`src/rtl/enc_sched_pkg.sv`:
```
// Shared definitions for the encoder sample scheduler.
// Contents:
//   state_e      - scheduler FSM states (3-bit encoding, also visible in the status word)
//   ADDR_POS0    - first position register index
//   addr_delta0  - first delta register index for a given channel count
//   addr_status  - status register index for a given channel count
//   STAT_*       - bit positions inside the status word
//   pack_status  - assembles the status word
package enc_sched_pkg;

  typedef enum logic [2:0] {
    IDLE  = 3'd0,
    CLEAR = 3'd1,
    ARM   = 3'd2,
    RUN   = 3'd3,
    SNAP  = 3'd4
  } state_e;

  localparam int ADDR_POS0      = 0;
  localparam int STAT_SV_BIT    = 0;
  localparam int STAT_OVR_BIT   = 1;
  localparam int STAT_STATE_LSB = 2;
  localparam int STAT_SEQ_LSB   = 16;

  function automatic logic [7:0] addr_delta0(input int num_ch);
    return 8'(num_ch);
  endfunction

  function automatic logic [7:0] addr_status(input int num_ch);
    return 8'(2 * num_ch);
  endfunction

  // Layout: {seq[15:0], 11'b0, state[2:0], overrun, sample_valid}
  function automatic logic [31:0] pack_status(input logic [15:0] seq,
                                              input logic [2:0]  st,
                                              input logic        ovr,
                                              input logic        sv);
    return {seq, 11'd0, st, ovr, sv};
  endfunction

endpackage

```
`src/rtl/enc_sample_timer.sv`:
```
// Shared period / clear-phase counter for the encoder sample scheduler.
// Ports:
//   clk, rst_n  - clock, asynchronous active-low reset
//   i_load      - synchronously reload the count to zero (has priority)
//   i_inc       - increment the count by one
//   i_tc_val    - terminal value to compare against
//   o_tc        - high while the count equals i_tc_val
module enc_sample_timer #(
  parameter int W = 32
) (
  input  logic         clk,
  input  logic         rst_n,
  input  logic         i_load,
  input  logic         i_inc,
  input  logic [W-1:0] i_tc_val,
  output logic         o_tc
);

  logic [W-1:0] r_count;

  // Counter register: load wins over increment
  always_ff @(posedge clk or negedge rst_n) begin
    if (!rst_n) begin
      r_count <= {W{1'b0}};
    end else if (i_load) begin
      r_count <= {W{1'b0}};
    end else if (i_inc) begin
      r_count <= r_count + {{(W-1){1'b0}}, 1'b1};
    end else begin
      r_count <= r_count;
    end
  end

  assign o_tc = (r_count == i_tc_val);

endmodule

```
`src/rtl/enc_sample_sched.sv`:
```
// Encoder sample scheduler: sequences the decoders' Clr/Start controls, snapshots every
// channel's position word once per sample period, computes per-period deltas and serves
// them through a one-cycle-latency request/ack read port.
// Ports:
//   clk, rst_n      - clock, asynchronous active-low reset
//   i_en            - level enable; low forces IDLE (results and flags retained)
//   i_enc_dout      - position words, channel i at bits [32i+31:32i]
//   o_enc_start     - Start to every decoder (all bits equal)
//   o_enc_clr_n     - active-low Clr to every decoder (all bits equal)
//   i_rd_req        - single-cycle read request
//   i_rd_addr       - register index: pos[0..N-1], delta[N..2N-1], status at 2N
//   o_rd_data       - read data, valid with o_rd_ack
//   o_rd_ack        - pulse one cycle after i_rd_req
//   o_sample_valid  - unread snapshot available
//   o_overrun       - a snapshot was taken while the previous one was unread
//   o_irq           - one-cycle pulse during each snapshot cycle
module enc_sample_sched
  import enc_sched_pkg::*;
#(
  parameter int NUM_CH     = 4,
  parameter int SAMPLE_DIV = 50000,
  parameter int CLR_CYCLES = 4
) (
  input  logic                 clk,
  input  logic                 rst_n,
  input  logic                 i_en,
  input  logic [NUM_CH*32-1:0] i_enc_dout,
  output logic [NUM_CH-1:0]    o_enc_start,
  output logic [NUM_CH-1:0]    o_enc_clr_n,
  input  logic                 i_rd_req,
  input  logic [7:0]           i_rd_addr,
  output logic [31:0]          o_rd_data,
  output logic                 o_rd_ack,
  output logic                 o_sample_valid,
  output logic                 o_overrun,
  output logic                 o_irq
);

  localparam int IW = (NUM_CH > 1) ? $clog2(NUM_CH) : 1;

  state_e                    r_state;
  logic                      r_start;
  logic                      r_clr_n;
  logic                      r_irq;
  logic [15:0]               r_seq;
  logic                      r_sv;
  logic                      r_ovr;
  logic [31:0]               r_rd_data;
  logic                      r_rd_ack;
  logic                      r_stat_clr;

  logic                      w_timer_load;
  logic                      w_timer_inc;
  logic [31:0]               w_tc_val;
  logic                      w_tc;
  logic                      w_snap;
  logic [NUM_CH-1:0][31:0]   w_pos;
  logic [NUM_CH-1:0][31:0]   w_delta;
  logic [IW-1:0]             w_pidx;
  logic [IW-1:0]             w_didx;
  logic [31:0]               w_rd_mux;

  // The timer is discarded whenever the scheduler is idle or disabled, so a re-enable
  // always starts a fresh clear phase and a fresh period.
  assign w_timer_load = !i_en || (r_state == IDLE) || (r_state == ARM) || (r_state == SNAP);
  assign w_timer_inc  = (r_state == CLEAR) || (r_state == RUN);
  // RUN ends at SAMPLE_DIV-2 so that ARM->first SNAP and SNAP->SNAP are SAMPLE_DIV cycles.
  assign w_tc_val     = (r_state == CLEAR) ? 32'(CLR_CYCLES - 1) : 32'(SAMPLE_DIV - 2);
  assign w_snap       = (r_state == SNAP);

  enc_sample_timer #(.W(32)) u_timer (
    .clk      (clk),
    .rst_n    (rst_n),
    .i_load   (w_timer_load),
    .i_inc    (w_timer_inc),
    .i_tc_val (w_tc_val),
    .o_tc     (w_tc)
  );

  // Scheduler FSM with its registered decoder controls and irq pulse
  always_ff @(posedge clk or negedge rst_n) begin
    if (!rst_n) begin
      r_state <= IDLE;
      r_start <= 1'b0;
      r_clr_n <= 1'b0;
      r_irq   <= 1'b0;
    end else if (!i_en) begin
      r_state <= IDLE;
      r_start <= 1'b0;
      r_clr_n <= 1'b0;
      r_irq   <= 1'b0;
    end else begin
      case (r_state)
        IDLE: begin
          r_state <= CLEAR;
          r_start <= 1'b0;
          r_clr_n <= 1'b0;
          r_irq   <= 1'b0;
        end
        CLEAR: begin
          if (w_tc) begin
            r_state <= ARM;
            r_start <= 1'b1;
            r_clr_n <= 1'b1;
          end else begin
            r_state <= CLEAR;
            r_start <= 1'b0;
            r_clr_n <= 1'b0;
          end
          r_irq <= 1'b0;
        end
        ARM: begin
          r_state <= RUN;
          r_start <= 1'b1;
          r_clr_n <= 1'b1;
          r_irq   <= 1'b0;
        end
        RUN: begin
          if (w_tc) begin
            r_state <= SNAP;
            r_irq   <= 1'b1;
          end else begin
            r_state <= RUN;
            r_irq   <= 1'b0;
          end
          r_start <= 1'b1;
          r_clr_n <= 1'b1;
        end
        SNAP: begin
          r_state <= RUN;
          r_start <= 1'b1;
          r_clr_n <= 1'b1;
          r_irq   <= 1'b0;
        end
        default: begin
          r_state <= IDLE;
          r_start <= 1'b0;
          r_clr_n <= 1'b0;
          r_irq   <= 1'b0;
        end
      endcase
    end
  end

  // Sequence counter and snapshot flags; a snapshot beats a coinciding status-read clear
  always_ff @(posedge clk or negedge rst_n) begin
    if (!rst_n) begin
      r_seq <= 16'd0;
      r_sv  <= 1'b0;
      r_ovr <= 1'b0;
    end else if (w_snap) begin
      r_seq <= r_seq + 16'd1;
      r_sv  <= 1'b1;
      r_ovr <= r_stat_clr ? r_sv : (r_ovr | r_sv);
    end else if (r_stat_clr) begin
      r_seq <= r_seq;
      r_sv  <= 1'b0;
      r_ovr <= 1'b0;
    end else begin
      r_seq <= r_seq;
      r_sv  <= r_sv;
      r_ovr <= r_ovr;
    end
  end

  for (genvar g = 0; g < NUM_CH; g++) begin : g_ch
    logic [31:0] r_pos;
    logic [31:0] r_prev;
    logic [31:0] r_delta;
    logic [31:0] w_din;

    assign w_din = i_enc_dout[32*g +: 32];

    // Per-channel snapshot; prev is zeroed at ARM because the decoders restart from 0
    always_ff @(posedge clk or negedge rst_n) begin
      if (!rst_n) begin
        r_pos   <= 32'd0;
        r_prev  <= 32'd0;
        r_delta <= 32'd0;
      end else if (w_snap) begin
        r_pos   <= w_din;
        r_delta <= w_din - r_prev;
        r_prev  <= w_din;
      end else if (r_state == ARM) begin
        r_pos   <= r_pos;
        r_prev  <= 32'd0;
        r_delta <= r_delta;
      end else begin
        r_pos   <= r_pos;
        r_prev  <= r_prev;
        r_delta <= r_delta;
      end
    end

    assign w_pos[g]   = r_pos;
    assign w_delta[g] = r_delta;
  end

  assign w_pidx = IW'(i_rd_addr - 8'(ADDR_POS0));
  assign w_didx = IW'(i_rd_addr - addr_delta0(NUM_CH));

  // Read address decode
  always_comb begin
    w_rd_mux = 32'd0;
    if (i_rd_addr < addr_delta0(NUM_CH)) begin
      w_rd_mux = w_pos[w_pidx];
    end else if (i_rd_addr < addr_status(NUM_CH)) begin
      w_rd_mux = w_delta[w_didx];
    end else if (i_rd_addr == addr_status(NUM_CH)) begin
      w_rd_mux = pack_status(r_seq, r_state, r_ovr, r_sv);
    end else begin
      w_rd_mux = 32'd0;
    end
  end

  // Registered read port; r_stat_clr marks the ack cycle of a status read
  always_ff @(posedge clk or negedge rst_n) begin
    if (!rst_n) begin
      r_rd_data  <= 32'd0;
      r_rd_ack   <= 1'b0;
      r_stat_clr <= 1'b0;
    end else if (i_rd_req) begin
      r_rd_data  <= w_rd_mux;
      r_rd_ack   <= 1'b1;
      r_stat_clr <= (i_rd_addr == addr_status(NUM_CH));
    end else begin
      r_rd_data  <= 32'd0;
      r_rd_ack   <= 1'b0;
      r_stat_clr <= 1'b0;
    end
  end

  assign o_enc_start    = {NUM_CH{r_start}};
  assign o_enc_clr_n    = {NUM_CH{r_clr_n}};
  assign o_rd_data      = r_rd_data;
  assign o_rd_ack       = r_rd_ack;
  assign o_sample_valid = r_sv;
  assign o_overrun      = r_ovr;
  assign o_irq          = r_irq;

endmodule

```
`config.mk`:
```
export PLATFORM = sky130hd
export DESIGN_NAME = enc_sample_sched
export DESIGN_NICKNAME = d
export VERILOG_FILES = /design/src/rtl/enc_sched_pkg.sv /design/src/rtl/enc_sample_timer.sv /design/src/rtl/enc_sample_sched.sv
export SDC_FILE = /design/constraint.sdc
export NUM_CORES = 1
export LEC_CHECK = 0
export BUFFER_PORTS_ARGS = -buffer_cell sky130_fd_sc_hd__buf_2
export CORE_AREA = 2 2 257 259
export DETAILED_ROUTE_END_ITERATION = 16
export DIE_AREA = 0 0 259 261
export HOLD_SLACK_MARGIN = 0.08
export PLACE_DENSITY = 0.69
export SLEW_MARGIN = 0
export SYNTH_ARGS = -nofsm -noshare
export SYNTH_HDL_FRONTEND = slang
export SYNTH_HIERARCHICAL = 1
export SYNTH_SLANG_ARGS = --single-unit
```
`constraint.sdc`:
```
create_clock -name clk -period 3.2 [get_ports clk]
set_input_delay 0 -clock clk [delete_from_list [all_inputs] [get_ports clk]]
set_output_delay 0 -clock clk [all_outputs]
set_load 0.05 [all_outputs]
```
# After elaboration in Yosys (flattened, before gate mapping)
# Index checks and enable logic that the tools add are counted.
classes:
  n_addsub: 7
  n_mul: 0
  div_mod_pow: 0
  n_lt_le_gt_ge: 4
  eq_ne: 6
  n_shift: 0
  muxes: 31
  bitwise: 1
  reduce_logical: 11
ops:
  columns: ["op", "n"]
  rows:
  - ["$mux 32", 13]
  - ["$bmux 32 s2", 2]
  - ["$sub 32x32->32", 4]
  - ["$add 32x1->32 const B", 1]
  - ["$eq 32x16->1", 1]
  - ["$add 16x1->16 const B", 1]
  - ["$mux 16", 1]
  - ["$pmux 3 s4", 1]
  - ["$mux 1", 10]
  - ["$eq 8x4->1 const B", 1]
  - ["$lt 8x3->1 const B", 1]
  - ["$lt 8x4->1 const B", 1]
  - ["$eq 3x2->1 const B", 2]
  - ["$lt 2x3->1 const B", 2]
  - ["$mux 3", 2]
  - ["$reduce_bool 2->1", 3]
  - ["$logic_or 1x1->1", 4]
  - ["$eq 3x1->1 const B", 1]
  - ["$eq 3x3->1 const B", 1]
  - ["$logic_not 3->1", 1]
  - ["$reduce_or 3->1", 1]
  - ["$mux 2", 1]
  - ["$pmux 1 s2", 1]
  - ["$reduce_or 2->1", 1]
  - ["other kinds (3)", 3]
word_totals:
  reg_bits: 473
  latchBits: 0
  mem_bits_rw: 0
  romBits: 0
  wordCells: 82
  mem_count: 0

# Depth between registers and ports, before layout
# Gate-level depths: netlist of run 1.
logic_depth:
  depth_word: 6
  ltp_mapped: 13
  mapped_depth_nobuf: 13

# Hierarchy
# Netlist of run 1, hierarchy kept.
modules_own_cells:
  columns: ["module", "instances", "cells_each", "area_each_um2", "seq_area_each_um2"]
  rows:
  - ["enc_sample_sched", 1, 2664, 24178.2, 11035.6]
  - ["enc_sample_timer", 1, 228, 2087.0, 800.8]

# Worst setup path before layout of run 1
# Ideal clock, no wire load.
synth_path:
  path_type: "register -> register"
  start: "register g_ch[0].r_prev[2]"
  end: "register g_ch[0].r_delta[28]"
  setup_time_ns: 0.135
  arrival_ns: 2.529
  slack_ns: 0.536
  stages_incl_launch_ff: 13
  synth_period_minus_slack_ns: 2.664
  path_cell_list: "dfrtp_1 inv_1 ha_1 nor2b_1 o31a_1 o311ai_1 nand3_1 a31oi_1 o21ai_1 a221o_1 a21oi_1 xor2_1 o21ai_0"
synth_via:
  elab_chain_cells: 1
synth_lines:
  columns: ["item", "line", "source"]
  rows:
  - ["start, declared", "enc_sample_sched.sv:168", "logic [31:0] r_prev;"]
  - ["start signal, assigned", "enc_sample_sched.sv:183", "r_prev <= w_din;"]
  - ["start signal, assigned", "enc_sample_sched.sv:190", "r_prev <= r_prev;"]
  - ["$sub 32x32->32", "enc_sample_sched.sv:182", "r_delta <= w_din - r_prev;"]
  - ["end signal, assigned", "enc_sample_sched.sv:182", null]
  - ["end signal, assigned", "enc_sample_sched.sv:187", "r_delta <= r_delta;"]
  - ["end signal, assigned", "enc_sample_sched.sv:191", "r_delta <= r_delta;"]
  - ["end, declared", "enc_sample_sched.sv:169", "logic [31:0] r_delta;"]
# No other way between the ends.
# A chain may end at the register's enable or synchronous reset.

# Worst setup path after layout of run 1
layout_path:
  start: "register g_ch[2].r_prev[0]"
  end: "register g_ch[2].r_delta[30]"
layout_via:
  elab_chain_cells: 1
layout_lines:
  columns: ["item", "line"]
  rows:
  - ["start, declared", "enc_sample_sched.sv:168"]
  - ["start signal, assigned", "enc_sample_sched.sv:183"]
  - ["start signal, assigned", "enc_sample_sched.sv:190"]
  - ["$sub 32x32->32", "enc_sample_sched.sv:182"]
  - ["end signal, assigned", "enc_sample_sched.sv:182"]
  - ["end signal, assigned", "enc_sample_sched.sv:187"]
  - ["end signal, assigned", "enc_sample_sched.sv:191"]
  - ["end, declared", "enc_sample_sched.sv:169"]
# No other way between the ends.

==> flow_results.org, run 1 <==
** Critical path
- STA classifies the critical path startpoint as a flip-flop.
- The worst register-to-register path has a setup slack of 0.09 ns.
- CP Class :: reg -> reg
- Measured in cells, the most critical reg-to-reg path has a length of 13.
- Along the worst path, the maximum fanout reaches 3.
- The endpoint identified for the worst register-to-register timing path is g_ch[2].r_delta[30]$_DFFE_PN0N_.
- Required time worst endpoint :: 3.67 ns
- Type of destination of the critical path :: flip-flop
- The startpoint identified for the worst register-to-register timing path is g_ch[2].r_prev[0]$_DFFE_PN0N_.
- STA puts the critical path data arrival time at 3.58 ns.

** STA
- Fin worst setup slack :: 0.0906 ns
- Across all hold checks on the routed design, the worst slack comes to 0.132 ns.
- Max Clock Skew :: 0.0436 ns
- At the pin with the least slew margin, the transition time is 1.01 ns.
- Setup repair after global routing could not meet its margin everywhere.
- Count of final setup violators :: 0
- The worst path needs 3.11 ns of the cycle, external delays included.
- Hold Fails Final Rpt :: 0
- Of the available clock period, the critical path in the final layout requires 0.972.
- For this run, the top clock speed supported by timing is 322 MHz.
- The total count of max-transition violations in the final report was 0.
- Max-slew headroom :: 0.328

** CTS
- In this run the post-CTS setup repair buffer count came out at 0.
- Cell chosen for the clock root :: sky130_fd_sc_hd__clkbuf_16
- Count of H-tree levels built during CTS :: 2
- TritonCTS built the clock tree.
- The later pin in the worst-skew pair is clocked with a latency of 0.63 ns.
- Clock input transition at the sequential cells of the worst setup and hold paths :: 0.06 ns
- The tree built by TritonCTS fans out to 473 sinks.
- Counting along the longest clock path gives a buffer depth of 3.
- The number of clock buffers added by TritonCTS is 53.

** Floorplan
- Number of top-level pins :: 184
- Floorplan die width :: 259 µm
- Site row count :: 94
- Total core area :: 65000 µm²
- Die outline area :: 67600 µm²
- The die is 261 µm tall.
- Starting density of the core :: 0.404

** Hold path
- Hold depth :: 5
- Worst min-delay path startpoint :: i_rd_addr[4]
- For hold timing, the worst endpoint is r_stat_clr$_DFF_PN0_.
- The path class of the tightest hold or removal check is in -> reg.

** Finish
- Final nets :: 3464
- Fraction of layout cells with a size suffix above 1 :: 0.134
- Most common library cell in the layout ignoring fill and taps :: sky130_fd_sc_hd__nand2_1
- Most frequent cells in the layout :: sky130_fd_sc_hd__nand2_1, sky130_fd_sc_hd__dfrtp_1, sky130_fd_sc_hd__o21ai_0
- Area growth from synthesis to layout :: 20.2%
- The repair_antennas step left the layout with diodes totalling 0.
- The count of cells in the finished layout, fillers not included, comes to 4099.

** Global routing
- Total GRT Usage :: 0.224
- For this run the aggregate overflow at the end of global routing stands at 0.
- Initial antenna violation count :: 0
- Entering global routing, the biggest net connects 127 pins.
- The first global-routing pass estimated 118 mm of wire.
- The number of global-route vias before repair is 20900.

** Route
- The first detailed-routing pass took 5 iterations.
- After detailed routing, the number of remaining DRC violations is 0.
- After detailed routing, the total wire length is 75.9 mm.
- The routed layout has 21600 vias.
- Final routed wire length divided by cell count :: 18.5 µm
- Avg Vias per Cell :: 5.27
- The detail route stage leaves a number of antenna-violating nets equal to 0.
- For this block, the initial DRC count from the detailed router was 1846.

** Power
- The analysis attributes to cell leakage a power of 15.5 nW.
- Total Power :: 0.0157 W
- Maximum ir drop on the vdd rail :: 0.416 mV
- Power spread over the standard cell area amounts to 496 nW/µm².

** Logic synthesis
- The synthesized design spends more area on one cell type than any other, namely sky130_fd_sc_hd__dfrtp_1.
- Instance count of the mapped netlist :: 2892
- After synthesis, the netlist uses 73 different library cells.
- After synthesis, the cell types taking the most area are sky130_fd_sc_hd__dfrtp_1, sky130_fd_sc_hd__nand2_1, sky130_fd_sc_hd__ha_1.
- In this run the mean area of a mapped cell was 9.08 µm².
- Share of flip-flops with an asynchronous set or reset after synthesis :: 1.00
- Among all flip-flop cells after synthesis, the most frequent one is sky130_fd_sc_hd__dfrtp_1.
- For this run, the number of Yosys warnings is 6.
- The synthesized netlist occupies a cell area of 26300 µm².
- Area share of the largest cell type after synthesis :: 0.451
- Register area share after synthesis :: 0.451
- Yosys mapped a number of flops with a built-in enable equal to 0.
- In this run, synthesis produced a sequential element count of 473.

** Placement
- Before CTS, the worst setup slack after placement is -0.0497 ns.
- Placed Cells incl. Taps :: 3869
- IO buf count :: 183
- Placer's final routability congestion estimate :: 0.896
- Detailed placement finished with a half-perimeter wire length of 54.6 mm.

** Run status
- Outcome :: complete, no violations

** Run
- MaxCap Viol Count :: 0
## sequential cells by signal (all words and copies together) (netlist names)
signal	flops
o_irq	1
g_ch.r_delta	128
r_state	3
o_rd_data	32
r_seq	16
o_rd_ack	1
o_sample_valid	1
g_ch.r_prev	128
u_timer/r_count	32
r_stat_clr	1
g_ch.r_pos	128
r_clr_n	1
o_overrun	1
## layer usage
metal  vias to the layer above  track usage  share of wire
li1                      10300            -              -
met1                     10500        0.320           0.45
met2                       679        0.355           0.46
met3                       115       0.0316          0.065
met4                         0       0.0660          0.027
met5                         -            0              0
## final cells by class
class,count,area (µm²)
clock inverters,26,354
repair buffers,369,2790
clock buffers,70,1490
inverters,162,608
fillers,6109,33500
well taps,864,1080
multi-input cells,2135,13400
flip-flops and latches,473,11800
## repair_timing
item,4_1_cts,5_1_grt
endpoints found under the setup margin,1,16
pin swaps,0,1
hold buffers,134,0
endpoints found under the hold margin,888,0
resized for setup,1,12
## report_power, final
group          total (W)  switching (W)  internal (W)
Clock            0.00648        0.00262       0.00386
Sequential       0.00625      0.0000941       0.00615
Combinational    0.00293        0.00171       0.00121
Total             0.0157        0.00443        0.0112
## how the worst max path moves through the flow
stage / from / end / slack [ns]
floorplan: g_ch[0].r_prev[2]$_DFFE_PN0N_ / g_ch[0].r_delta[28]$_DFFE_PN0N_ / 0.54
global placement: g_ch[2].r_prev[1]$_DFFE_PN0N_ / g_ch[2].r_delta[27]$_DFFE_PN0N_ / 0.04
detailed placement: g_ch[0].r_prev[0]$_DFFE_PN0N_ / g_ch[0].r_delta[28]$_DFFE_PN0N_ / -0.05
CTS: g_ch[2].r_prev[1]$_DFFE_PN0N_ / g_ch[2].r_delta[27]$_DFFE_PN0N_ / 0.02
global route: g_ch[2].r_prev[0]$_DFFE_PN0N_ / g_ch[2].r_delta[30]$_DFFE_PN0N_ / -0.02
finish: g_ch[2].r_prev[0]$_DFFE_PN0N_ / g_ch[2].r_delta[30]$_DFFE_PN0N_ / 0.09
## per-stage QoR
step           area (µm²)  utilization  TNS (ns)
3_5_place_dp        28300        0.435   -0.0497
3_3_place_gp        28300        0.435         0
5_1_grt             31600        0.486   -0.0217
4_1_cts             31500        0.484         0
2_1_floorplan       26300            -         0
6_report            31600        0.486         0
## kinds of logic (layout without fill, tap and decap cells)
family / Yosys count / after routing / synth area share
AOI/OAI and AO/OA: 530 / 530 / 0.123
xor gates and xnor gates: 173 / 173 / 0.0577
adders and majority gates: 130 / 130 / 0.0631
buffers and inverters: 306 / 627 / 0.0456
DFF: 473 / 473 / 0.451
muxes: 105 / 105 / 0.0709
other: 2 / 24 / 0.000286
and+or+nand+nor: 1173 / 1173 / 0.189
## Yosys cell counts (all sizes together), types with 18 or more instances
cell / instances
xnor2: 81
mux2i: 33
inv: 162
ha: 126
nand2: 862
a21o: 48
buf: 26
nand4: 26
mux4: 64
xor2: 92
a21oi: 114
o21ai: 226
clkbuf: 118
nand2b: 25
dfrtp: 473
nor2: 83
o21a: 23
and2: 30
nand3: 45
nor2b: 18
## critical path: stages (launching register included)
cell                       delay [ns]
sky130_fd_sc_hd__dfrtp_1         0.38
sky130_fd_sc_hd__ha_1            0.23
sky130_fd_sc_hd__fa_1            0.42
sky130_fd_sc_hd__nor2b_1         0.19
sky130_fd_sc_hd__o211ai_1        0.16
sky130_fd_sc_hd__a31o_2          0.27
sky130_fd_sc_hd__nand2b_1        0.17
sky130_fd_sc_hd__o31ai_1         0.11
sky130_fd_sc_hd__buf_4           0.18
sky130_fd_sc_hd__nand2_1         0.09
sky130_fd_sc_hd__a31oi_1         0.18
sky130_fd_sc_hd__o311ai_2        0.37
sky130_fd_sc_hd__xnor2_1         0.15
sky130_fd_sc_hd__o21ai_0         0.11
Note: power is estimated with default switching activity, not from simulation.
==> inputs of run 2 (changes only) <==
--- a/config.mk
+++ b/config.mk
@@ -11,6 +11,7 @@
 export DIE_AREA = 0 0 259 261
 export HOLD_SLACK_MARGIN = 0.08
 export PLACE_DENSITY = 0.69
+export RECOVER_POWER = 50
 export SLEW_MARGIN = 0
 export SYNTH_ARGS = -nofsm -noshare
 export SYNTH_HDL_FRONTEND = slang
==> run 2 against run 1 <==
  * The flow now finishes with violations (max-capacitance violations, max-slew violations)
  * Hold slack got worse by 0.0024 ns
  * Combinational power barely moved
  * Final cell count unchanged
  * Global-route usage stayed put
  * Sequential share of layout area increased by 0.16 points
  * Clock power about the same
  * Routed wire length about the same
  * Fmax barely moved
  * Utilization fell by 0.21 points
  * Via count unchanged
  * Worst setup slack worse by 0.0011 ns
  * Largest cell class unchanged
==> flow_results.org, run 2 (synthesis gave the netlist of run 1 again) <==
** Finish
- Relative to the synthesized area, the layout overhead comes to 19.7%.
- Register area :: 11800 µm² (unchanged)
- The library cell used most frequently in the layout, excluding fill and tap cells, is sky130_fd_sc_hd__nand2_1.
- Area of the multi-input gates :: 13400 µm² (about the same)
- The layout net count came to 3464 (unchanged).
- The utilization after layout came to 0.483 (-0.00212).
- Inserted Diodes :: 0 (unchanged)
- Fraction of layout cells with a size suffix above 1 :: 0.117 (-0.0161)
- Most frequent cells in the layout :: sky130_fd_sc_hd__nand2_1, sky130_fd_sc_hd__dfrtp_1, sky130_fd_sc_hd__o21ai_0
- Top flop regs :: g_ch.r_delta (128), g_ch.r_pos (128), g_ch.r_prev (128)
- The final-layout fill cell count came to 6147 (+0.62%).

** Critical path
- Critical R2R Launch :: g_ch[2].r_prev[0]$_DFFE_PN0N_
- The worst setup path is of the reg -> reg kind.
- Register-to-register setup slack :: 0.09 ns (about the same)
- The maximum fanout count along the critical path was 3 (unchanged).
- The data required time of the critical path came to 3.68 ns (about the same).
- Type of destination of the critical path :: flip-flop
- Kind of start point of the critical path :: flip-flop
- Number of cells on the worst reg-to-reg path :: 13 (unchanged)
- The signal on the critical path passes through ha_1, fa_1, nor2b_1, o211ai_1, a31o_2, nand2b_1, o31ai_1, buf_4, nand2_1, a31oi_1, o311ai_2, xnor2_1, o21ai_0.
- The data arrival at the endpoint of the critical path is 3.59 ns (about the same).
- The maximum cell stage delay along the critical path is 0.42 ns (about the same).
- CP max stage cell :: sky130_fd_sc_hd__fa_1
- The endpoint identified for the worst register-to-register timing path is g_ch[2].r_delta[30]$_DFFE_PN0N_.

** Route
- The number of remaining DRC errors is 0 (unchanged).
- Avg Vias per Cell :: 5.27 (unchanged)
- The DRC violation total after the first TritonRoute iteration is 1854 (+0.43%).
- The routed length per placed instance is 18.5 µm (about the same).
- The wire length after detailed routing is 75.8 mm (about the same).
- Initial DRT Pass Iterations :: 6 (+1)
- The residual antenna-violating net count after detailed routing is 0 (unchanged).
- The total number of vias was 21600 (unchanged).

** Floorplan
- Die span in y :: 261 µm (unchanged)
- The row count is 94 (unchanged).
- The die area was 67600 µm² (unchanged).
- The floorplan core area came to 65000 µm² (unchanged).
- Number of top-level pins :: 184 (unchanged)
- The starting utilization of the core area came to 0.404 (unchanged).
- The horizontal extent of the die was 259 µm (unchanged).

** STA
- Fin worst setup slack :: 0.0895 ns (-0.00110 ns)
- The setup violation total in the final timing report came to 0 (unchanged).
- Least-Margin Pin Slew :: 1.79 ns (+0.778 ns)
- Unrepaired setup endpoints after global routing :: yes
- Hold Fails Final Rpt :: 0 (unchanged)
- Minimum clock period :: 3.11 ns (+0.00110 ns)
- Peak clock frequency supported by timing :: 321 MHz (about the same)
- The worst slew slack as a fraction of its limit came to -0.191 (-0.519).
- Max Clock Skew :: 0.0440 ns (+0.000309 ns)
- Final period util :: 0.972 (about the same)
- Count of final max-slew check failures :: 102 (+102)

** CTS
- The maximum level of the CTS H-tree came to 2 (unchanged).
- TritonCTS built the clock tree.
- The number of sinks handled by clock tree synthesis came to 473 (unchanged).
- The number of post-CTS setup repair buffers came to 0 (unchanged).
- The CTS buffer count came to 53 (unchanged).
- The clock network latency to the later pin of the worst-skew pair came to 0.63 ns (about the same).
- Clock input transition at the sequential cells of the worst setup and hold paths :: 0.06 ns (about the same)
- The maximum buffer depth of the clock tree was 3 (unchanged).
- Cell chosen for the clock root :: sky130_fd_sc_hd__clkbuf_16

** Run status
- The flow ran to the end, but the final reports show violations.
- The final reports fail on max-capacitance violations, max-slew violations.

** Power
- The maximum resistive drop on vdd was 0.416 mV (about the same).
- The areal power density over the cells is 497 nW/µm² (+0.34%).
- Combinational group share of total power :: 0.186 (about the same)
- The switching power was 0.00443 W (about the same).
- Switching share of total power :: 0.283 (about the same)
- Relative contribution of the clock network to total power :: 0.414 (about the same)
- The part of the total power dissipated in sequential elements came to 0.400 (about the same).
- The reported leakage power is 15.3 nW (-1.6%).
- The design internal power is 0.0112 W (-0.11%).

** Hold path
- Hold depth :: 5 (unchanged)
- In this run the most critical hold path is launched from i_rd_addr[4].
- Terminating pin of the worst hold path :: r_stat_clr$_DFF_PN0_
- The path class of the tightest hold or removal check is in -> reg.

** Run
- MaxCap Viol Count :: 3 (+3)

** Global routing
- Congestion Overflow GR :: 0 (unchanged)
- The number of global-route vias before repair was 20900 (unchanged).
- The total global routing track utilization was 0.224 (unchanged).
- The first-pass GRT wire length was 118 mm (unchanged).
- The maximum number of pins on one net before global-route repair is 127 (unchanged).
- Initial antenna violation count :: 0 (unchanged)

** Placement
- Placer's final routability congestion estimate :: 0.896 (unchanged)
- IO buf count :: 183 (unchanged)
- Setup slack at placement :: -0.0497 ns (unchanged)
- The sum of net half-perimeters after detailed placement came to 54.6 mm (unchanged).
-- run 2: changes by cell type in the layout (fill, tap and decap cells not counted), moves of 3 or more --
cell	change
sky130_fd_sc_hd__clkbuf_1	+50
sky130_fd_sc_hd__buf_2	-45
sky130_fd_sc_hd__and2_0	+6
sky130_fd_sc_hd__and2_1	-6
sky130_fd_sc_hd__buf_4	-5
sky130_fd_sc_hd__buf_12	-3
-- run 2: critical path: cells and delay by family, from the launching register on --
family	cells	cell delay [ns]
DFF	1	0.38
adders and majority gates	2	0.65
and+or+nand+nor	3	0.44
buffers and inverters	1	0.18
xor gates and xnor gates	1	0.15
AOI/OAI and AO/OA	6	1.20
-- run 2: repair_timing --
item	4_1_cts	5_1_grt
hold buffers	134	0
endpoints found under the hold margin	888	0
pin swaps	0	1
endpoints found under the setup margin	1	16
resized for setup	1	12
-- run 2: how the worst max path moves through the flow --
stage                                  startpoint                         endpoint  slack [ns]  cells after the start
finish              g_ch[2].r_prev[0]$_DFFE_PN0N_  g_ch[2].r_delta[30]$_DFFE_PN0N_        0.09                     13
global route        g_ch[2].r_prev[0]$_DFFE_PN0N_  g_ch[2].r_delta[30]$_DFFE_PN0N_       -0.02                     13
CTS                 g_ch[2].r_prev[1]$_DFFE_PN0N_  g_ch[2].r_delta[27]$_DFFE_PN0N_        0.02                     12
detailed placement  g_ch[0].r_prev[0]$_DFFE_PN0N_  g_ch[0].r_delta[28]$_DFFE_PN0N_       -0.05                     12
global placement    g_ch[2].r_prev[1]$_DFFE_PN0N_  g_ch[2].r_delta[27]$_DFFE_PN0N_        0.04                     12
floorplan           g_ch[0].r_prev[2]$_DFFE_PN0N_  g_ch[0].r_delta[28]$_DFFE_PN0N_        0.54                     12
-- run 2: power by group through the flow --
stage               sequential [W]  combinational (W)  clock [W]
floorplan                  0.00635            0.00183          0
global placement           0.00635            0.00270          0
detailed placement         0.00635            0.00271          0
CTS                        0.00625            0.00288    0.00659
global route               0.00626            0.00321    0.00685
finish                     0.00625            0.00291    0.00648
-- run 2: area by class of cell --
class	count	area share
tap	864	0.0344
sequential	473	0.376
clock inverter	26	0.0113
multi-input combinational	2135	0.427
clock buffer	70	0.0474
inverter	162	0.0193
timing repair buffer	369	0.0846
-- run 2: per-layer routing --
metal / vias up / global-route usage / wire length, µm / part of all wire
met2: 679 / 0.355 / 34700 / 0.46
met4: 0 / 0.0660 / 2050 / 0.027
met3: 112 / 0.0316 / 4720 / 0.062
li1: 10300 / - / - / -
met1: 10500 / 0.320 / 34400 / 0.45
met5: - / 0 / 0 / 0
-- run 2: through the flow --
step	instance area (µm²)	hold WS, ns	cells	power [W]	setup TNS [ns]
finish	31400	0.130	4099	0.0156	0
global route	31400	0.133	4099	0.0163	-0.0217
CTS	31500	0.0917	4099	0.0157	0
detailed placement	28300	-0.111	3869	0.00907	-0.0497
global placement	28300	-0.111	3869	0.00905	0
floorplan	26300	-0.296	2914	0.00818	0
==> inputs of run 3 (changes only) <==
--- a/config.mk
+++ b/config.mk
@@ -7,6 +7,7 @@
 export LEC_CHECK = 0
 export BUFFER_PORTS_ARGS = -buffer_cell sky130_fd_sc_hd__buf_2
 export CORE_AREA = 2 2 257 259
+export CTS_BUF_LIST = sky130_fd_sc_hd__clkbuf_8
 export DETAILED_ROUTE_END_ITERATION = 16
 export DIE_AREA = 0 0 259 261
 export HOLD_SLACK_MARGIN = 0.08
==> run 3 against run 2 <==
  * Utilization is 0.54 points higher
  * Hold slack worse by 0.0066 ns
  * Via count is 1.9% higher
  * The run still ends with max-capacitance violations, max-slew violations left
  * Critical path type unchanged
  * Clock skew is 0.0084 ns higher
  * Clock power is 4.2% lower
  * Final area is 1.1% higher
  * Critical path depth stayed put
  * Count of clock-buffer cells in the layout is 40 higher
  * Non-clock buffer count is 30 higher
  * Sequential cell count stayed put
==> flow_results.org, run 3 (synthesis gave the netlist of run 1 again) <==
** Placement
- Detail Placement HPWL :: 54.6 mm (unchanged)
- The routability congestion estimate from global placement is 0.896 (unchanged).
- IO buf count :: 183 (unchanged)
- Setup slack at placement :: -0.0497 ns (unchanged)

** Hold path
- Terminating pin of the worst hold path :: g_ch[0].r_prev[5]$_DFFE_PN0N_
- The number of cells traversed by the worst hold path came to 4 (-1).
- HP Class :: in -> reg
- The worst hold path begins at i_enc_dout[5].

** Global routing
- The number of global-route vias before repair came to 21400 (+2.1%).
- Congestion Overflow GR :: 0 (unchanged)
- Global-route wire length before repair :: 119 mm (+0.80%)
- Pin count of the biggest net entering global routing :: 127 (unchanged)
- Initial antenna violation count :: 1 (+1)
- The total global routing track utilization was 0.226 (+0.00227).

** CTS
- CTS tree :: built
- The clock network latency to the later pin of the worst-skew pair was 0.70 ns (+0.07 ns).
- Number of CTS-inserted buffers :: 85 (+60%)
- The maximum level of the CTS H-tree was 3 (+1).
- Cell chosen for the clock root :: sky130_fd_sc_hd__clkbuf_8
- CTS sink count :: 473 (unchanged)
- The clock transition at the registers of the reported paths is 0.06 ns (about the same).
- The maximum buffer depth of the clock tree was 3 (unchanged).
- The number of post-CTS setup repair buffers is 0 (unchanged).

** STA
- Least-Margin Pin Slew :: 1.78 ns (-0.00541 ns)
- Final period util :: 0.975 (+0.00326)
- The final period demand of the worst path is 3.12 ns (+0.0104 ns).
- The worst clock skew came to 0.0523 ns (+0.00838 ns).
- The total count of max-transition violations in the final report was 218 (+110%).
- The setup violation total in the final timing report was 0 (unchanged).
- Post-route setup TNS :: 0 ns (unchanged)
- The hold slack was 0.123 ns (-0.00661 ns).
- Setup repair after global routing left no endpoint under its margin.
- The worst slew slack as a fraction of its limit came to -0.187 (+0.00361).
- Hold Fails Final Rpt :: 0 (unchanged)
- Fin worst setup slack :: 0.0791 ns (-0.0104 ns)
- The maximum clock rate was 320 MHz (-0.33%).

** Finish
- Most frequent cells in the layout :: sky130_fd_sc_hd__nand2_1, sky130_fd_sc_hd__dfrtp_1, sky130_fd_sc_hd__o21ai_0
- The layout net count came to 3526 (+1.8%).
- The largest registers in the layout are g_ch.r_delta (128), g_ch.r_pos (128), g_ch.r_prev (128).
- The share of final-layout standard cells stronger than drive strength 1 was 0.127 (+0.00971).
- The utilization after layout came to 0.489 (+0.00539).
- Area growth from synthesis to layout :: 21.0%
- Most common library cell in the layout ignoring fill and taps :: sky130_fd_sc_hd__nand2_1

** Power
- The maximum resistive drop on vdd came to 0.327 mV (-21%).
- The areal power density over the cells is 484 nW/µm² (-2.6%).
- Static leakage power :: 15.6 nW (+2.0%)
- Total Power :: 0.0154 W (-1.5%)

** Floorplan
- Number of top-level pins :: 184 (unchanged)
- The die span in y came to 261 µm (unchanged).
- Total core area :: 65000 µm² (unchanged)
- Floorplan die width :: 259 µm (unchanged)
- The row count was 94 (unchanged).
- The starting utilization of the core area is 0.404 (unchanged).
- The die area came to 67600 µm² (unchanged).

** Route
- Violation count after the first detailed-route iteration :: 1869 (+0.81%)
- Highest layer used for signal routing :: met4
- The total number of vias came to 22000 (+1.9%).
- The routed length on met3 is 4.77 mm (+1.2%).
- The number of remaining DRC errors is 0 (unchanged).
- Final routed wire length divided by cell count :: 18.2 µm (-1.3%)
- The residual antenna-violating net count after detailed routing was 0 (unchanged).
- The met1 wire length is 34.6 mm (+0.85%).
- Routed wire length on met2 :: 34.7 mm (about the same)
- The iteration count of the initial detailed-routing pass is 5 (-1).
- Avg Vias per Cell :: 5.25 (-0.31%)
- Total wirelength of the detailed-routed design :: 76.5 mm (+0.87%)

** Critical path
- The path depth of the worst reg2reg path is 13 (unchanged).
- Delay of the slowest cell on the worst path :: 0.42 ns (about the same)
- Worst path bufs/invs :: 1 (unchanged)
- Kind of start point of the critical path :: flip-flop
- CP delay by family, top :: compound AO/OA/AOI/OAI gates
- The data required time of the critical path was 3.73 ns (+0.05 ns).
- In this run the critical register-to-register path is captured at g_ch[2].r_delta[26]$_DFFE_PN0N_.
- Critical R2R Launch :: g_ch[2].r_prev[0]$_DFFE_PN0N_
- The critical path is of the reg -> reg type.
- The slowest stage of the critical path is the sky130_fd_sc_hd__fa_1 cell.
- Maximum fanout along the worst path :: 3 (unchanged)
- STA classifies the critical path endpoint as a flip-flop.
- Critical Path, Cell by Cell :: ha_1, fa_1, nor2b_1, o211ai_1, a31o_2, nand2b_1, o31ai_1, buf_4, nand2_1, a31oi_1, o31ai_1, xnor2_1, o21ai_0
- Register-to-register setup slack :: 0.08 ns (about the same)
- Crit-path most repeated cell :: sky130_fd_sc_hd__o31ai_1
- Arrival @ worst endpoint :: 3.65 ns (+0.06 ns)

** Run status
- The run finished, with violations left.
- Violated checks :: max-capacitance violations, max-slew violations

** Run
- The number of max-capacitance violations reported was 3 (unchanged).
## run 3: changes by cell type in the layout (fill, tap and decap cells not counted), sizes merged
cell,previous run,this run
clkbuf,124,166
buf,182,180
clkinv,12,9
clkinvlp,3,0
diode,0,1
dlygate4sd3,133,163
inv,166,195
bufinv,7,5
## run 3: worst min-delay path, delay by kind of cell
kind	cells	cell delay, ns
simple gates	2	0.11
buf+inv	2	0.64
## run 3: routing by layer
metal / vias to the layer above / track usage
met5: - / 0
met4: 0 / 0.0758
met3: 143 / 0.0360
met2: 715 / 0.354
met1: 10700 / 0.320
li1: 10500 / -
## run 3: area by class of cell
type | count | area, µm²
Inverter | 162 | 608
Timing Repair Buffer | 399 | 2950
Clock inverter | 47 | 377
Fill cell | 6104 | 33200
Multi-Input combinational cell | 2135 | 13400
Clock buffer | 110 | 1510
Tap cell | 864 | 1080
Antenna cell | 1 | 2.50
Sequential cell | 473 | 11800
## run 3: what timing repair did
item / 4_1_cts / 5_1_grt
resized for setup: 2 / 12
pin swaps: 0 / 3
hold endpoints to repair: 910 / 0
hold buffers: 164 / 0
setup endpoints to repair: 2 / 15
## run 3: report_power, final
| group | switching [W] | internal, W |
|---|---|---|
| logic | 0.00171 | 0.00122 |
| clock network | 0.00269 | 0.00352 |
| registers | 0.0000953 | 0.00616 |
## run 3: worst max path at each step
stage,from,to,depth (start not counted)
floorplan,g_ch[0].r_prev[2]$_DFFE_PN0N_,g_ch[0].r_delta[28]$_DFFE_PN0N_,12
global placement,g_ch[2].r_prev[1]$_DFFE_PN0N_,g_ch[2].r_delta[27]$_DFFE_PN0N_,12
detailed placement,g_ch[0].r_prev[0]$_DFFE_PN0N_,g_ch[0].r_delta[28]$_DFFE_PN0N_,12
CTS,g_ch[0].r_prev[1]$_DFFE_PN0N_,g_ch[0].r_delta[31]$_DFFE_PN0N_,13
global route,g_ch[3].r_prev[10]$_DFFE_PN0N_,g_ch[3].r_delta[31]$_DFFE_PN0N_,13
finish,g_ch[2].r_prev[0]$_DFFE_PN0N_,g_ch[2].r_delta[26]$_DFFE_PN0N_,13
## run 3: per-stage QoR
stage | instances | instance area (µm²)
finish | 4191 | 31800
global placement | 3869 | 28300
floorplan | 2914 | 26300
global route | 4191 | 31800
detailed placement | 3869 | 28300
CTS | 4190 | 31800
